$ cat src/rtl/apb_arb_pkg.sv
// Shared types and default sizes for the APB bus arbiter slice.
// Used by apb_rr_arbiter and apb_bus_arbiter through import apb_arb_pkg::*.
package apb_arb_pkg;

  // APB transfer sequencer states (also visible on the debug state port).
  typedef enum logic [1:0] {
    IDLE   = 2'd0,
    SETUP  = 2'd1,
    ACCESS = 2'd2
  } apb_state_t;

  localparam int DEF_NREQ        = 2;
  localparam int DEF_ADDR_W      = 9;
  localparam int DEF_DATA_W      = 8;
  localparam int DEF_TIMEOUT_CYC = 16;

endpackage

$ cat src/rtl/apb_rr_arbiter.sv
// Round-robin requester selection for the APB bus arbiter.
// Grant is combinational (one-hot plus index) from the eligible mask and the
// priority pointer; the pointer moves to the slot after the winner only when
// the grant is actually taken (advance=1).
module apb_rr_arbiter
  import apb_arb_pkg::*;
#(
  parameter  int NREQ = DEF_NREQ,
  localparam int PW   = $clog2(NREQ)
) (
  input  logic            CLK,
  input  logic            RST_N,
  input  logic [NREQ-1:0] elig,
  input  logic            advance,
  output logic [NREQ-1:0] grant_oh,
  output logic [PW-1:0]   grant_idx
);

  logic [PW-1:0] ptr_q;
  logic [PW:0]   cand;
  logic          found;

  // Scan requesters starting at the pointer, wrapping once; first eligible wins.
  always_comb begin
    grant_oh  = '0;
    grant_idx = '0;
    found     = 1'b0;
    cand      = '0;
    for (int i = 0; i < NREQ; i++) begin
      cand = {1'b0, ptr_q} + (PW+1)'(i);
      if (cand >= (PW+1)'(NREQ)) begin
        cand = cand - (PW+1)'(NREQ);
      end
      if (!found && elig[cand[PW-1:0]]) begin
        found     = 1'b1;
        grant_idx = cand[PW-1:0];
      end
    end
    if (found) begin
      grant_oh[grant_idx] = 1'b1;
    end
  end

  // Priority pointer: requester 0 first after reset, then the slot after each winner.
  always_ff @(posedge CLK) begin
    if (!RST_N) begin
      ptr_q <= '0;
    end else if (advance && found) begin
      ptr_q <= (grant_idx == PW'(NREQ - 1)) ? '0 : grant_idx + 1'b1;
    end
  end

endmodule

$ cat src/rtl/apb_bus_arbiter.sv
// Shares one APB master port between NREQ requesters.
// Round-robin selection, IDLE/SETUP/ACCESS sequencing, PSEL1/PSEL2 decode from
// the address MSB, read data and error returned to the winner.
// Optional feature macro: APB_TIMEOUT_EN -- ends an ACCESS phase that sees no
// PREADY for TIMEOUT_CYC cycles as a completion with err_o=1 and rdata_o=0.
//
// Requester handshake: req_i[n] is a level request with addr/write/wdata held
// stable alongside it; the arbiter answers with a single-cycle done_o[n] pulse
// (err_o valid in that same cycle) and the requester must drop req_i[n] in that
// cycle. The completing requester is masked from arbitration during its pulse.
module apb_bus_arbiter
  import apb_arb_pkg::*;
#(
  parameter int NREQ        = DEF_NREQ,
  parameter int ADDR_W      = DEF_ADDR_W,
  parameter int DATA_W      = DEF_DATA_W,
  parameter int TIMEOUT_CYC = DEF_TIMEOUT_CYC
) (
  input  logic                         CLK,
  input  logic                         RST_N,
  input  logic [NREQ-1:0]              req_i,
  input  logic [NREQ-1:0][ADDR_W-1:0]  addr_i,
  input  logic [NREQ-1:0]              write_i,
  input  logic [NREQ-1:0][DATA_W-1:0]  wdata_i,
  output logic [NREQ-1:0]              done_o,
  output logic [DATA_W-1:0]            rdata_o,
  output logic                         err_o,
  output logic                         PSEL1,
  output logic                         PSEL2,
  output logic                         PEN,
  output logic                         PWRITE,
  output logic [ADDR_W-1:0]            PADDR,
  output logic [DATA_W-1:0]            PWDATA,
  input  logic [DATA_W-1:0]            PRDATA,
  input  logic                         PREADY,
  input  logic                         PSLVERR,
  output logic [1:0]                   dbg_state_o
);

  localparam int PW = $clog2(NREQ);

  if (NREQ < 2 || NREQ > 8 || TIMEOUT_CYC < 1) begin : g_bad_param
    $error("apb_bus_arbiter: NREQ must be 2..8 and TIMEOUT_CYC at least 1");
  end

  apb_state_t state_q, state_d;

  logic [NREQ-1:0]   elig;
  logic [NREQ-1:0]   grant_oh;
  logic [PW-1:0]     grant_idx;
  logic [PW-1:0]     gnt_q, gnt_d;
  logic              win;
  logic              tmo_hit;
  logic              xfer_end;

  logic              psel1_d, psel2_d, pen_d, pwrite_d, err_d;
  logic [ADDR_W-1:0] paddr_d;
  logic [DATA_W-1:0] pwdata_d, rdata_d;
  logic [NREQ-1:0]   done_d;

  // A requester whose completion pulse is showing cannot win again this cycle.
  assign elig = req_i & ~done_o;

  apb_rr_arbiter #(
    .NREQ (NREQ)
  ) u_rr (
    .CLK       (CLK),
    .RST_N     (RST_N),
    .elig      (elig),
    .advance   (state_q == IDLE),
    .grant_oh  (grant_oh),
    .grant_idx (grant_idx)
  );

  assign win         = (state_q == IDLE) && (|grant_oh);
  assign xfer_end    = (state_q == ACCESS) && (PREADY || tmo_hit);
  assign dbg_state_o = state_q;

`ifdef APB_TIMEOUT_EN
  localparam int CW = $clog2(TIMEOUT_CYC + 1);
  logic [CW-1:0] tmo_cnt_q;

  // Count ACCESS cycles without PREADY; cleared whenever not in ACCESS.
  always_ff @(posedge CLK) begin
    if (!RST_N || state_q != ACCESS) begin
      tmo_cnt_q <= '0;
    end else if (!PREADY) begin
      tmo_cnt_q <= tmo_cnt_q + 1'b1;
    end
  end

  assign tmo_hit = (state_q == ACCESS) && !PREADY &&
                   (tmo_cnt_q == CW'(TIMEOUT_CYC - 1));
`else
  assign tmo_hit = 1'b0;
`endif

  // State register.
  always_ff @(posedge CLK) begin
    if (!RST_N) begin
      state_q <= IDLE;
    end else begin
      state_q <= state_d;
    end
  end

  // Next-state: grant starts SETUP, SETUP lasts one cycle, ACCESS ends on PREADY or timeout.
  always_comb begin
    state_d = state_q;
    unique case (state_q)
      IDLE:    if (win) state_d = SETUP;
      SETUP:   state_d = ACCESS;
      ACCESS:  if (xfer_end) state_d = IDLE;
      default: state_d = IDLE;
    endcase
  end

  // Output next-values: latch the winner's request, raise PEN, close out on completion.
  always_comb begin
    psel1_d  = PSEL1;
    psel2_d  = PSEL2;
    pen_d    = PEN;
    pwrite_d = PWRITE;
    paddr_d  = PADDR;
    pwdata_d = PWDATA;
    rdata_d  = rdata_o;
    err_d    = 1'b0;
    done_d   = '0;
    gnt_d    = gnt_q;
    unique case (state_q)
      IDLE: begin
        if (win) begin
          gnt_d    = grant_idx;
          paddr_d  = addr_i[grant_idx];
          pwrite_d = write_i[grant_idx];
          pwdata_d = wdata_i[grant_idx];
          psel1_d  = ~addr_i[grant_idx][ADDR_W-1];
          psel2_d  = addr_i[grant_idx][ADDR_W-1];
          pen_d    = 1'b0;
        end
      end
      SETUP: begin
        pen_d = 1'b1;
      end
      ACCESS: begin
        if (xfer_end) begin
          psel1_d       = 1'b0;
          psel2_d       = 1'b0;
          pen_d         = 1'b0;
          done_d[gnt_q] = 1'b1;
          if (tmo_hit) begin
            err_d   = 1'b1;
            rdata_d = '0;
          end else begin
            err_d = PSLVERR;
            if (!PWRITE) begin
              rdata_d = PRDATA;
            end
          end
        end
      end
      default: begin
        psel1_d = 1'b0;
        psel2_d = 1'b0;
        pen_d   = 1'b0;
      end
    endcase
  end

  // Output registers; reset clears the bus and abandons any transfer silently.
  always_ff @(posedge CLK) begin
    if (!RST_N) begin
      PSEL1   <= 1'b0;
      PSEL2   <= 1'b0;
      PEN     <= 1'b0;
      PWRITE  <= 1'b0;
      PADDR   <= '0;
      PWDATA  <= '0;
      rdata_o <= '0;
      err_o   <= 1'b0;
      done_o  <= '0;
      gnt_q   <= '0;
    end else begin
      PSEL1   <= psel1_d;
      PSEL2   <= psel2_d;
      PEN     <= pen_d;
      PWRITE  <= pwrite_d;
      PADDR   <= paddr_d;
      PWDATA  <= pwdata_d;
      rdata_o <= rdata_d;
      err_o   <= err_d;
      done_o  <= done_d;
      gnt_q   <= gnt_d;
    end
  end

endmodule

$ cat config.mk
export PLATFORM = sky130hd
export DESIGN_NAME = apb_bus_arbiter
export DESIGN_NICKNAME = d
export VERILOG_FILES = /design/src/rtl/apb_arb_pkg.sv /design/src/rtl/apb_rr_arbiter.sv /design/src/rtl/apb_bus_arbiter.sv
export SDC_FILE = /design/constraint.sdc
export NUM_CORES = 1
export LEC_CHECK = 0
export ABC_AREA = 1
export CORE_MARGIN = 4
export CORE_UTILIZATION = 40
export DETAILED_ROUTE_END_ITERATION = 8
export GPL_ROUTABILITY_DRIVEN = 0
export PLACE_DENSITY = 0.81
export SYNTH_ARGS = -nofsm -noshare
export SYNTH_HDL_FRONTEND = slang
export SYNTH_HIERARCHICAL = 1
export SYNTH_SLANG_ARGS = --single-unit
$ cat constraint.sdc
create_clock -name CLK -period 2.28 [get_ports CLK]
set_input_delay 0.228 -clock CLK [delete_from_list [all_inputs] [get_ports CLK]]
set_output_delay 0.228 -clock CLK [all_outputs]
set_load 0.005 [all_outputs]
=== After elaboration in Yosys (flattened, before gate mapping) ===
Index checks and enable logic that the tools add are counted.

* Flip-flop bits (word level): 36
* Input bits: 50
* Output and inout port bits: 34
* Word-level logic and storage cells: 79

* $add $sub $neg: 4
* Order comparisons: 8
* Eq/ne operators: 4
* Mux-type cells: 32
* Bitwise logic cells: 5
* Reduce and logical (&&, ||, !) cells: 14

{| class="wikitable"
|+ Operator list
! cell !! number
|-
| two-way mux 1 bit || 19
|-
| two-way mux 9 bit || 2
|-
| two-way mux 8 bit || 2
|-
| one-hot mux 1 bit (3 select lines) || 3
|-
| AND reduction 3 bit || 3
|-
| < comparator 1 x 2 -> 1 bit, second input constant || 4
|-
| logical AND 1 bit || 6
|-
| two-way mux 2 bit || 3
|-
| one-hot mux 2 bit (3 select lines) || 1
|-
| inequality test 2 bit, second input constant || 2
|-
| AND reduction 2 bit || 2
|-
| inverter 1 bit || 3
|-
| adder 1 x 1 -> 2 bit, second input constant || 1
|-
| AND 2 bit || 1
|-
| demux 1 bit (select 1 bit) || 2
|-
| == test 2 x 1 -> 1 bit, second input constant || 1
|-
| == test 2 bit, second input constant || 1
|-
| >= comparator 1 bit, second input constant || 2
|-
| >= comparator 1 x 2 -> 1 bit, second input constant || 1
|-
| >= comparator 2 bit, second input constant || 1
|-
| zero test 2 bit || 1
|-
| inverter 2 bit || 1
|-
| OR reduction 2 bit || 1
|-
| subtractor 1 bit, second input constant || 2
|-
| 2 further kinds || 2
|}

=== Depth between registers and ports, before layout ===
* Depth in word-level cells: 17
* Gate-level depth with buffers: 10

=== Modules after synthesis ===
The synthesis kept the hierarchy.

{| class="wikitable"
|+ Modules (own cells, without submodules)
! module !! instances !! cells an instance !! area each (um2) !! seq. area each (um2)
|-
| apb_bus_arbiter || 1 || 214 || 1530.2 || 680.7
|-
| apb_rr_arbiter || 1 || 11 || 71.3 || 20.0
|}

=== Worst setup path before layout ===
Ideal clock, no wire load.

* Path kind: register to register
* From: register done_o[1]
* To: register PSEL2
* Library setup time: 0.115 ns
* Arrival: 1.235 ns
* Data required time: 2.165 ns
* Slack: 0.930 ns
* Cell stages (with the launch flop): 9
* Path buffers: 1
* Clock period less this slack: 1.350 ns
* Path through: dfxtp_1 -> nor2_1 -> a21boi_2 -> nor2_1 -> nor2_1 -> nor2_4 -> buf_6 -> a21oi_1 -> nor2_1

* Word-level cells in the longest chain between the ends: 17

{| class="wikitable"
|+ Ends and longest elaborated chain
! element !! RTL line !! source
|-
| from (decl) || apb_bus_arbiter.sv:25 || <nowiki>output logic [NREQ-1:0] done_o,</nowiki>
|-
| from (signal assigned) || apb_bus_arbiter.sv:192 || <nowiki>done_o <= done_d;</nowiki>
|-
| inverter 2 bit * || apb_bus_arbiter.sv:62 || <nowiki>assign elig = req_i & ~done_o;</nowiki>
|-
| AND 2 bit * || apb_bus_arbiter.sv:62 ||
|-
| named net elig[1] || apb_bus_arbiter.sv:48 || <nowiki>logic [NREQ-1:0] elig;</nowiki>
|-
| two-way mux 1 bit (implied by the code) (2 in a row) || apb_rr_arbiter.sv:34 || <nowiki>if (!found && elig[cand[PW-1:0]]) begin</nowiki>
|-
| two-way mux 1 bit || apb_rr_arbiter.sv:34 ||
|-
| zero test 1 bit || apb_rr_arbiter.sv:34 ||
|-
| logical AND 1 bit || apb_rr_arbiter.sv:34 ||
|-
| two-way mux 1 bit * || apb_rr_arbiter.sv:34 ||
|-
| named net grant_idx || apb_bus_arbiter.sv:50 || <nowiki>logic [PW-1:0] grant_idx;</nowiki>
|-
| (+2 left out) || - ||
|-
| two-way mux 1 bit (implied by the code) || apb_rr_arbiter.sv:40 || <nowiki>grant_oh[grant_idx] = 1'b1;</nowiki>
|-
| demux 1 bit (select 1 bit) * || - ||
|-
| two-way mux 2 bit * || apb_rr_arbiter.sv:39 || <nowiki>if (found) begin</nowiki>
|-
| named net grant_oh[0] || apb_bus_arbiter.sv:49 || <nowiki>logic [NREQ-1:0] grant_oh;</nowiki>
|-
| OR reduction 2 bit * || apb_bus_arbiter.sv:75 || <nowiki>assign win = (state_q == IDLE) && (|grant_oh);</nowiki>
|-
| logical AND 1 bit * || apb_bus_arbiter.sv:75 ||
|-
| inequality test 2 bit (no line) * || - ||
|-
| AND reduction 3 bit (no line) * || - ||
|-
| to (signal assigned) || apb_bus_arbiter.sv:185 || <nowiki>PSEL2 <= psel2_d;</nowiki>
|-
| to (decl) || apb_bus_arbiter.sv:29 || <nowiki>output logic PSEL2,</nowiki>
|}

Mark *: on every way through the listed nets, which the timed path passes. The rest lies on a longest branch. The select of a mux whose other input is x is not followed.
A chain may end at the register's enable or synchronous reset.

=== Worst setup path in the final report ===
* From: input req_i[1]
* To: register PADDR[8]

* Word-level cells in the longest chain between the ends: 15

{| class="wikitable"
|+ Ends and longest elaborated chain
! element !! RTL line !! source
|-
| from (decl) || apb_bus_arbiter.sv:21 || <nowiki>input logic [NREQ-1:0] req_i,</nowiki>
|-
| AND 2 bit * || apb_bus_arbiter.sv:62 ||
|-
| named net elig[1] || apb_bus_arbiter.sv:48 ||
|-
| two-way mux 1 bit (implied by the code) (2 in a row) || apb_rr_arbiter.sv:34 ||
|-
| two-way mux 1 bit || apb_rr_arbiter.sv:34 ||
|-
| zero test 1 bit || apb_rr_arbiter.sv:34 ||
|-
| logical AND 1 bit || apb_rr_arbiter.sv:34 ||
|-
| two-way mux 1 bit * || apb_rr_arbiter.sv:34 ||
|-
| named net grant_idx || apb_bus_arbiter.sv:50 ||
|-
| < comparator 1 x 2 -> 1 bit (implied by the code) / >= comparator 1 bit (equally long branches) || apb_rr_arbiter.sv:40 ||
|-
| logical AND 1 bit (implied by the code) || apb_rr_arbiter.sv:40 ||
|-
| two-way mux 1 bit (implied by the code) || apb_rr_arbiter.sv:40 ||
|-
| demux 1 bit (select 1 bit) * || - ||
|-
| two-way mux 2 bit * || apb_rr_arbiter.sv:39 ||
|-
| named net grant_oh[0] || apb_bus_arbiter.sv:49 ||
|-
| OR reduction 2 bit * || apb_bus_arbiter.sv:75 ||
|-
| logical AND 1 bit * || apb_bus_arbiter.sv:75 ||
|-
| AND reduction 2 bit (no line) * || - ||
|-
| to (signal assigned) || apb_bus_arbiter.sv:188 || <nowiki>PADDR <= paddr_d;</nowiki>
|-
| to (decl) || apb_bus_arbiter.sv:32 || <nowiki>output logic [ADDR_W-1:0] PADDR,</nowiki>
|}

Marked as above.

==> flow_metrics.tcl <==
set metrics [dict create \
    status "finished, final reports clean" \
    post-dp-hpwl_mm 3.11 \
    cp_slowest_stage_delay_ps 450 \
    cp_common_cell "nor2_1" \
    synth-seq-cells 35 \
    setup_viol 0 \
    timing.critical_path.buf_inv 3 \
    drtIter0Drc 90 \
    worstSetupPathType "input pin to flop" \
    synth.top_cell.area_share_pct 43.8 \
    cts_tree "built" \
    worst_slack_ps 566 \
    required_ps 2500 \
    syn_nets 275 \
    drc 0 \
    arrival_ps 1940 \
    finalCritPeriodShare_pct 75.2 \
    fmax_ghz 0.584 \
    ys_seq_area_share_pct 43.8 \
    path_max_fanout 11 \
    clock_sinks 35 \
    antenna_cells 0 \
    worstHoldPathType "flop to flop" \
    cts_setup_buffers 0 \
    power.density_nw_per_um2 631 \
    crit_path_end_kind "flop" \
    grt_pass1_wl_mm 6.60 \
    nets 357 \
    tightest_slew_ps 543 \
    viasPerCell 4.53 \
    path_cells "clkdlybuf4s50_1, inv_1, nor2_1, a21boi_2, nor2_1, nor2_1, nor2_4, buf_4, nand2_1, nand2_1, nor2_1" \
    ios 84 \
    hold_buffers 0 \
    post_cts_resized 0 \
    portBuffers 83 \
    slew_headroom_pct 63.8 \
    synth_cell_types 20 \
    critPathTopFamily "simple AND/OR/NAND/NOR gates" \
    syn_area_um2 1600 \
    ctsLongestPathBuffers 2 \
    rsz0062_at_grt "false" \
    grt_max_degree 38 \
    wl_mm 4.05 \
    clkTransAtPathRegs_ps 70 \
    drt_first_pass_iters 4 \
    clock_tree.root_cell "clkbuf_8" \
    peakVddDrop_v 0.000354 \
    grt_pass1_vias 1542 \
    fp.dieW_um 71.3 \
    fin_hold_ws_ps 447 \
    die_y_um 71.3 \
    fin_crit_ps 1710 \
    yosys_warnings 6 \
    overflow 0 \
    start_util_pct 42.5 \
    dp_slack_ps 275 \
    cp_slowest_cell "clkdlybuf4s50_1" \
    num_vias 1611 \
    cts_made_buffers 5 \
    syn_inst 225 \
    antenna_left 0 \
    cts.htree.levels 2 \
    antenna_found_initial 0 \
    yosys.area.top_type "dfxtp_1" \
    drive_gt1_share_pct 9.09 \
    timing.max_cap.violations 0 \
    syn2layout_area_growth_pct 57.8 \
    maxSlewViolCount 0 \
    wl_per_cell_um 11.4 \
    clk_latency_ps 280 \
    p_leak_nw 1.01 \
    die-area_um2 5080 \
    grt_usage_pct 16.2 \
    finalSetupTns_ps 0 \
    reg2reg_slack_ps 680 \
    startpoint_type "input pin" \
    num_rows 22 \
    synth_top_cells_by_area "dfxtp_1, nand2_1, inv_1" \
    core_um2 3770 \
    report.final.hold_viol_count 0 \
    avgSynthCellArea_um2 7.12 \
    fin_worst_skew_ps 4.40 \
]
Yosys cell counts, drive strengths merged:
| cell type | instances |
|---|---|
| clkbuf | 1 |
| nand3 | 10 |
| nor2 | 18 |
| inv | 29 |
| buf | 10 |
| a21boi | 2 |
| a21oi | 28 |
| o21ai | 20 |
| clkinv | 1 |
| nand2 | 71 |
| dfxtp | 35 |
layout make-up:
| cell class | instances | area (µm²) |
|---|---|---|
| inverter | 30 | 113 |
| clock buffer | 6 | 72.6 |
| multi-input combinational | 149 | 703 |
| tap | 48 | 60.1 |
| sequential | 35 | 701 |
| timing repair buffer | 86 | 866 |
| clock inverter | 2 | 12.5 |
| fill | 342 | 1240 |
state kept, by name, indices dropped and copies added, names as in the netlist:
| signal | cells |
|---|---|
| PWRITE | 1 |
| rdata_o | 8 |
| PSEL2 | 1 |
| dbg_state_o | 2 |
| PWDATA | 8 |
| done_o | 2 |
| PSEL1 | 1 |
| u_rr/ptr_q | 1 |
| PADDR | 9 |
| err_o | 1 |
| gnt_q | 1 |
power by group:
part / total [mW] / switching (mW) / internal (mW)
combinational: 0.460 / 0.208 / 0.252
sequential: 0.710 / 0.0377 / 0.672
clock: 0.427 / 0.213 / 0.213
total: 1.60 / 0.459 / 1.14
metal layers:
layer	up-vias	routed length (µm)	GRT usage, %
met1	695	1640	17.7
met2	56	2000	28.6
li1	858	-	-
met5	-	0	0
met3	2	385	5.61
met4	0	22	6.26
layout by cell type (no fill, tap or decap):
| cell | n |
|---|---|
| clkbuf_1 | 1 |
| clkinv_2 | 1 |
| inv_1 | 27 |
| a21boi_2 | 1 |
| nand2_2 | 3 |
| clkbuf_8 | 5 |
| a21oi_2 | 8 |
| clkinv_1 | 1 |
| a21oi_1 | 20 |
| clkdlybuf4s50_1 | 83 |
| nor2_2 | 1 |
| buf_12 | 1 |
| o21ai_0 | 20 |
| nor2_1 | 15 |
| nor2_4 | 2 |
| dfxtp_1 | 35 |
| a21boi_0 | 1 |
| nand2_1 | 68 |
| clkinvlp_4 | 1 |
| inv_2 | 2 |
| nand3_2 | 1 |
| nand3_1 | 9 |
| buf_4 | 2 |
path summary, 6_finish.rpt:
| path | start | endpoint | cells past startpoint |
|---|---|---|---|
| hold / removal | gnt_q | done_o[0] | 1 |
| setup / recovery | req_i[1] | PADDR[8] | 11 |
| setup reg to reg | done_o[1] | PADDR[8] | 9 |
| hold reg to reg | gnt_q | done_o[0] | 1 |
logic make-up (layout without fill, tap and decap cells):
kind of cell / count (synthesis) / count (layout) / share of synthesized area (%)
and+or+nand+nor: 99 / 99 / 25.9
buffers and inverters: 41 / 124 / 12.3
DFF: 35 / 35 / 43.7
AOI/OAI and AO/OA: 50 / 50 / 18.0
stage by stage:
stage | std cells | power (mW) | cell area, µm² | utilization (%)
2_1_floorplan | 225 | 0.962 | 1600 | -
3_3_place_gp | 348 | 1.18 | 2440 | 64.8
3_5_place_dp | 348 | 1.19 | 2440 | 64.8
4_1_cts | 356 | 1.62 | 2530 | 67.0
5_1_grt | 356 | 1.69 | 2530 | 67.0
6_report | 356 | 1.60 | 2530 | 67.0
(Power assumes the default switching activity.)
